--- src/rtl/fifo_arb_pkg.sv ---
// fifo_arb_pkg: shared types and constants for the FIFO write arbiter.
package fifo_arb_pkg;
    typedef enum logic {IDLE = 1'b0, LOCKED = 1'b1} arb_state_t;
    localparam int DEFAULT_NUM_REQ    = 4;
    localparam int DEFAULT_DATA_WIDTH = 16;
    localparam int PKT_COUNT_WIDTH    = 16;
    function automatic int id_width(input int n);
        return $clog2(n);
    endfunction
endpackage

--- src/rtl/rr_priority_select.sv ---
// rr_priority_select: first set request at or after i_ptr, wrapping modulo N.
module rr_priority_select
    import fifo_arb_pkg::*;
#(
    parameter int N = DEFAULT_NUM_REQ,
    localparam int IW = id_width(N)
) (
    input  logic [N-1:0]  i_req,
    input  logic [IW-1:0] i_ptr,
    output logic          o_found,
    output logic [IW-1:0] o_idx
);
    localparam logic [IW:0] N_W = (IW+1)'(N);
    logic [2*N-1:0] w_dbl;
    logic [N-1:0]   w_rot;
    logic [IW-1:0]  w_first;
    logic [IW:0]    w_sum;
    // Rotate so i_ptr lands at bit 0, pick the lowest set bit, rotate the index back.
    assign w_dbl = {i_req, i_req} >> i_ptr;
    assign w_rot = w_dbl[N-1:0];
    always_comb begin
        o_found = 1'b0;
        w_first = '0;
        for (int k = N - 1; k >= 0; k--) begin
            if (w_rot[k]) begin
                o_found = 1'b1;
                w_first = k[IW-1:0];
            end
        end
        w_sum = {1'b0, w_first} + {1'b0, i_ptr};
        o_idx = (w_sum >= N_W) ? IW'(w_sum - N_W) : w_sum[IW-1:0];
    end
endmodule

--- src/rtl/fifo_write_arbiter.sv ---
// fifo_write_arbiter: packet-locked round-robin sharing of one FIFO write port.
module fifo_write_arbiter
    import fifo_arb_pkg::*;
#(
    parameter int NUM_REQ    = DEFAULT_NUM_REQ,
    parameter int DATA_WIDTH = DEFAULT_DATA_WIDTH,
    localparam int IW = id_width(NUM_REQ)
) (
    input  logic                          i_clock,
    input  logic                          i_clear_n,
    input  logic [NUM_REQ-1:0]            i_req_valid,
    input  logic [NUM_REQ-1:0]            i_req_last,
    input  logic [NUM_REQ*DATA_WIDTH-1:0] i_req_data,
    output logic [NUM_REQ-1:0]            o_req_ready,
    output logic                          o_fifo_write,
    output logic [DATA_WIDTH-1:0]         o_fifo_data_in,
    input  logic                          i_fifo_full,
    output logic [IW-1:0]                 o_grant_id,
    output logic                          o_busy,
    output logic [PKT_COUNT_WIDTH-1:0]    o_pkt_count
);
    arb_state_t                 r_state, w_state_nxt;
    logic [IW-1:0]              r_owner, r_rr_ptr, r_grant_id;
    logic [IW-1:0]              w_sel_idx, w_cand, w_ptr_nxt;
    logic [PKT_COUNT_WIDTH-1:0] r_pkt_count;
    logic                       w_found, w_xfer, w_last;

    rr_priority_select #(.N(NUM_REQ)) u_sel (
        .i_req   (i_req_valid),
        .i_ptr   (r_rr_ptr),
        .o_found (w_found),
        .o_idx   (w_sel_idx)
    );

    // While a packet is open only its owner is considered.
    assign w_cand    = (r_state == LOCKED) ? r_owner : w_sel_idx;
    assign w_xfer    = i_clear_n && !i_fifo_full && i_req_valid[w_cand] && (r_state == LOCKED || w_found);
    assign w_last    = i_req_last[w_cand];
    assign w_ptr_nxt = (w_cand == IW'(NUM_REQ - 1)) ? '0 : w_cand + 1'b1;

    always_ff @(posedge i_clock) begin
        r_state <= !i_clear_n ? IDLE : w_state_nxt;
    end

    always_comb begin
        w_state_nxt = !w_xfer ? r_state : (w_last ? IDLE : LOCKED);
    end

    always_comb begin
        o_req_ready    = w_xfer ? NUM_REQ'(1) << w_cand : '0;
        o_fifo_write   = w_xfer;
        o_fifo_data_in = w_xfer ? i_req_data[w_cand*DATA_WIDTH +: DATA_WIDTH] : '0;
        o_busy         = (r_state == LOCKED);
        o_grant_id     = r_grant_id;
        o_pkt_count    = r_pkt_count;
    end

    always_ff @(posedge i_clock) begin
        if (!i_clear_n) begin
            r_owner     <= '0;
            r_rr_ptr    <= '0;
            r_grant_id  <= '0;
            r_pkt_count <= '0;
        end else if (w_xfer) begin
            r_owner    <= w_cand;
            r_grant_id <= w_cand;
            if (w_last) begin
                r_rr_ptr    <= w_ptr_nxt;
                r_pkt_count <= r_pkt_count + 1'b1;
            end
        end
    end
endmodule
--- config.mk ---
export PLATFORM = sky130hd
export DESIGN_NAME = fifo_write_arbiter
export DESIGN_NICKNAME = d
export VERILOG_FILES = /design/src/rtl/fifo_arb_pkg.sv /design/src/rtl/rr_priority_select.sv /design/src/rtl/fifo_write_arbiter.sv
export SDC_FILE = /design/constraint.sdc
export NUM_CORES = 1
export LEC_CHECK = 0
export ABC_CLOCK_PERIOD_IN_PS = 3570
export CAP_MARGIN = 20
export CORE_AREA = 2 2 84 86
export DETAILED_ROUTE_END_ITERATION = 6
export DIE_AREA = 0 0 86 88
export DONT_BUFFER_PORTS = 1
export PLACE_DENSITY = 0.46
export REMOVE_ABC_BUFFERS = 1
export SYNTH_ARGS = -nofsm -noshare
export SYNTH_HDL_FRONTEND = slang
export SYNTH_SLANG_ARGS = --single-unit
--- constraint.sdc ---
create_clock -name i_clock -period 3.57 [get_ports i_clock]
set_input_delay 0.357 -clock i_clock [delete_from_list [all_inputs] [get_ports i_clock]]
set_output_delay 0.357 -clock i_clock [all_outputs]
set_load 0.05 [all_outputs]
==> results_dict.tcl <==
set metrics [dict create \
    synth_cells 212 \
    cts.sinks 21 \
    ir_drop_v 0.0004404 \
    grt_pass1_vias 1612 \
    avgSynthCellArea_sq_um 9.195 \
    ios 115 \
    worstSetupStartpointType "register" \
    drc 0 \
    maxCapViolations 0 \
    leakagePower_nw 0.8721 \
    worstSetupPathType "register to output port" \
    cp.required_ns 3.21 \
    drive_above_1_share 0.2675 \
    power_density_mw_per_mm2 1101 \
    crit_arrival_ns 3.03 \
    hpwl_um 4329 \
    firstDrtPassIters 4 \
    dieArea_sq_mm 0.007568 \
    critPathMaxStageDelay_ns 0.56 \
    fin_nets 310 \
    rows 30 \
    cts-root-buf "clkbuf_8" \
    vias 1790 \
    rrSetupSlack_ns 0.47 \
    synthAdderAreaFrac 0.03851 \
    numPortBuffers 0 \
    gp_congestion 1.010 \
    start_util 0.2934 \
    drtAntennaViolNets 0 \
    min_path_type "primary input to register" \
    worstPathCellList "or4_1, o2111ai_1, ha_1, xor2_2, nor2_1, mux2i_4, nand2_8, mux4_2, and2_1, buf_12" \
    critical-path-top-delay-family "simple AND/OR/NAND/NOR gates" \
    fin_ws_ns 0.1799 \
    synth_edf_count 0 \
    hold_viol_final 0 \
    cts_hold_buf 0 \
    r2r-start "r_rr_ptr[0]" \
    yosys-mux-area-fraction 0.2343 \
    finalClockSkew_ns 0.001820 \
    routed_wl_um 5601 \
    yosysMostFrequentCell "dfxtp_1" \
    die_w_um 86 \
    clk_pin_slew_ns 0.08 \
    path_max_fanout 20 \
    grt_overflow 0 \
    cts_buffer_depth 2 \
    rsz0062_at_grt "false" \
    whs_ns 0.2069 \
    area_growth_pct 26.89 \
    grt_pass1_wl_um 8832 \
    clock_latency_ns 0.26 \
    max_freq_mhz 295.0 \
    synth_top_family_by_area "simple AND/OR/NAND/NOR gates" \
    post-route-min-period_ns 3.390 \
    synth_area_leaders "dfxtp_1 (22%), mux4_2 (18%), and2_1 (5.8%)" \
    maxSlewViolCount 0 \
    cts_buffers 3 \
    cts_tree "yes" \
    dieHeight_um 88 \
    synth_cell_types 48 \
    synthArstFlopShare 0 \
    slew_headroom 0.4388 \
    wire_per_inst_um 18.19 \
    antenna_found_initial 0 \
    drt-initial-drc-count 99 \
    cpMaxStageDelayCell "or4_1" \
    tightest_slew_ns 0.8206 \
    synthSimpleGateAreaFrac 0.2567 \
    status "completed" \
    tns_ns 0 \
    worstHoldStart "i_clear_n" \
    htreeDepth 1 \
    ys_seq_elements 21 \
    n_antenna_cell 0 \
    via_per_inst 5.812 \
    path_buf_inv 1 \
    startpoint "r_rr_ptr[0]" \
    grt_use_total 0.1452 \
    synthFlopType "dfxtp_1" \
    end_kind "output port" \
    syn-cell-area_sq_mm 0.001949 \
    preCtsSetupSlack_ns 0.1861 \
    synth_top_cell_area_share 0.2157 \
    coreArea_sq_mm 0.006644 \
    period_share 0.9496 \
    yosys_warnings 0 \
    yosysSeqAreaShare 0.2157 \
    synth_compound_area_frac 0.1874 \
    yosysTopAreaCell "dfxtp_1" \
    grt_max_degree 28 \
    synth_commonest_cells "dfxtp_1 (21), and2_1 (18), mux4_2 (16), a21oi_1 (14), nand2_1 (14)" \
    final-setup-viol-count 0 \
    synth_xor_xnor_area_share 0.008986 \
]
final cells by class:
class | instances | area [sq um]
well taps | 80 | 100.1
fillers | 652 | 4170
clock buffers | 4 | 45.04
inverters | 4 | 20.02
flip-flops and latches | 21 | 420.4
repair buffers | 30 | 437.9
multi-input cells | 169 | 1450
power breakdown:
group          internal [W]  switching, W
Combinational       0.00102       0.00119
Clock             0.0000796     0.0000783
Sequential         0.000264     0.0000859
final timing paths:
path / to / cells past startpoint
worst max register to register: o_pkt_count[7] / 12
worst max-delay path: o_fifo_data_in[1] / 10
worst min register to register: r_rr_ptr[1] / 2
worst min-delay path: o_pkt_count[11] / 1
metal layers:
layer	up-vias	global-route usage	share of wire	wire length (um)
met4	0	0.04473	0.017	93
met3	9	0.03205	0.059	332
met2	52	0.2227	0.48	2670
met5	-	0	0	0
li1	857	-	-	-
met1	872	0.2037	0.45	2504
through the flow:
step / std cells / cell area (sq um) / utilization / total power (W)
after floorplan: 194 / 1851 / - / 0.001776
after detailed placement: 303 / 2381 / 0.3584 / 0.002478
final: 308 / 2474 / 0.3723 / 0.002723
after global routing: 308 / 2474 / 0.3723 / 0.002902
after global placement: 303 / 2381 / 0.3584 / 0.002467
after CTS: 307 / 2435 / 0.3665 / 0.002664
flip-flops by register name, indices dropped and copies added, names as in the netlist:
| signal | cells |
|---|---|
| r_rr_ptr | 2 |
| o_grant_id | 2 |
| o_busy | 1 |
| o_pkt_count | 16 |
cell families after synthesis:
| group | after synthesis |
|---|---|
| multiplexers | 24 |
| XOR/XNOR | 2 |
| buffers and inverters | 22 |
| AND/OR/NAND/NOR | 89 |
| flip-flops | 21 |
| adder cells (fa/ha/maj) | 6 |
| AO/OA/AOI/OAI | 48 |
cells in the final DEF (no fill, tap or decap), types with 2 or more instances in the layout:
cell and instances:
a211oi_1 2, a21oi_1 14, and2_1 17, and3_1 8, and4_1 2, buf_12 17, buf_4 13, clkbuf_8 3
dfxtp_1 21, ha_1 6, inv_1 3, mux2i_1 6, mux2i_4 2, mux4_2 16, nand2_1 14, nand2b_1 2
nand3_1 12, nand4_1 2, nor2_1 10, nor2b_1 2, nor3_1 3, o2111ai_1 2, o21a_1 2, o21ai_0 4
o31ai_1 11, or4_1 12
worst reg2reg max path: stages, from the launching register on:
cell and delay (ns):
dfxtp_1 0.56, nor3_1 0.11, o21ai_0 0.18, o2111ai_1 0.13
ha_1 0.43, mux2i_4 0.16, inv_6 0.27, nand3_1 0.10
nand2_1 0.14, a32oi_4 0.14, buf_12 0.18, or4_1 0.47
a21oi_1 0.16
what timing repair did:
item,in CTS,in global routing
pin swaps,0,0
setup buffers,0,1
setup endpoints to repair,18,20
resized for setup,3,6
Note: power is estimated with default switching activity, not from simulation.
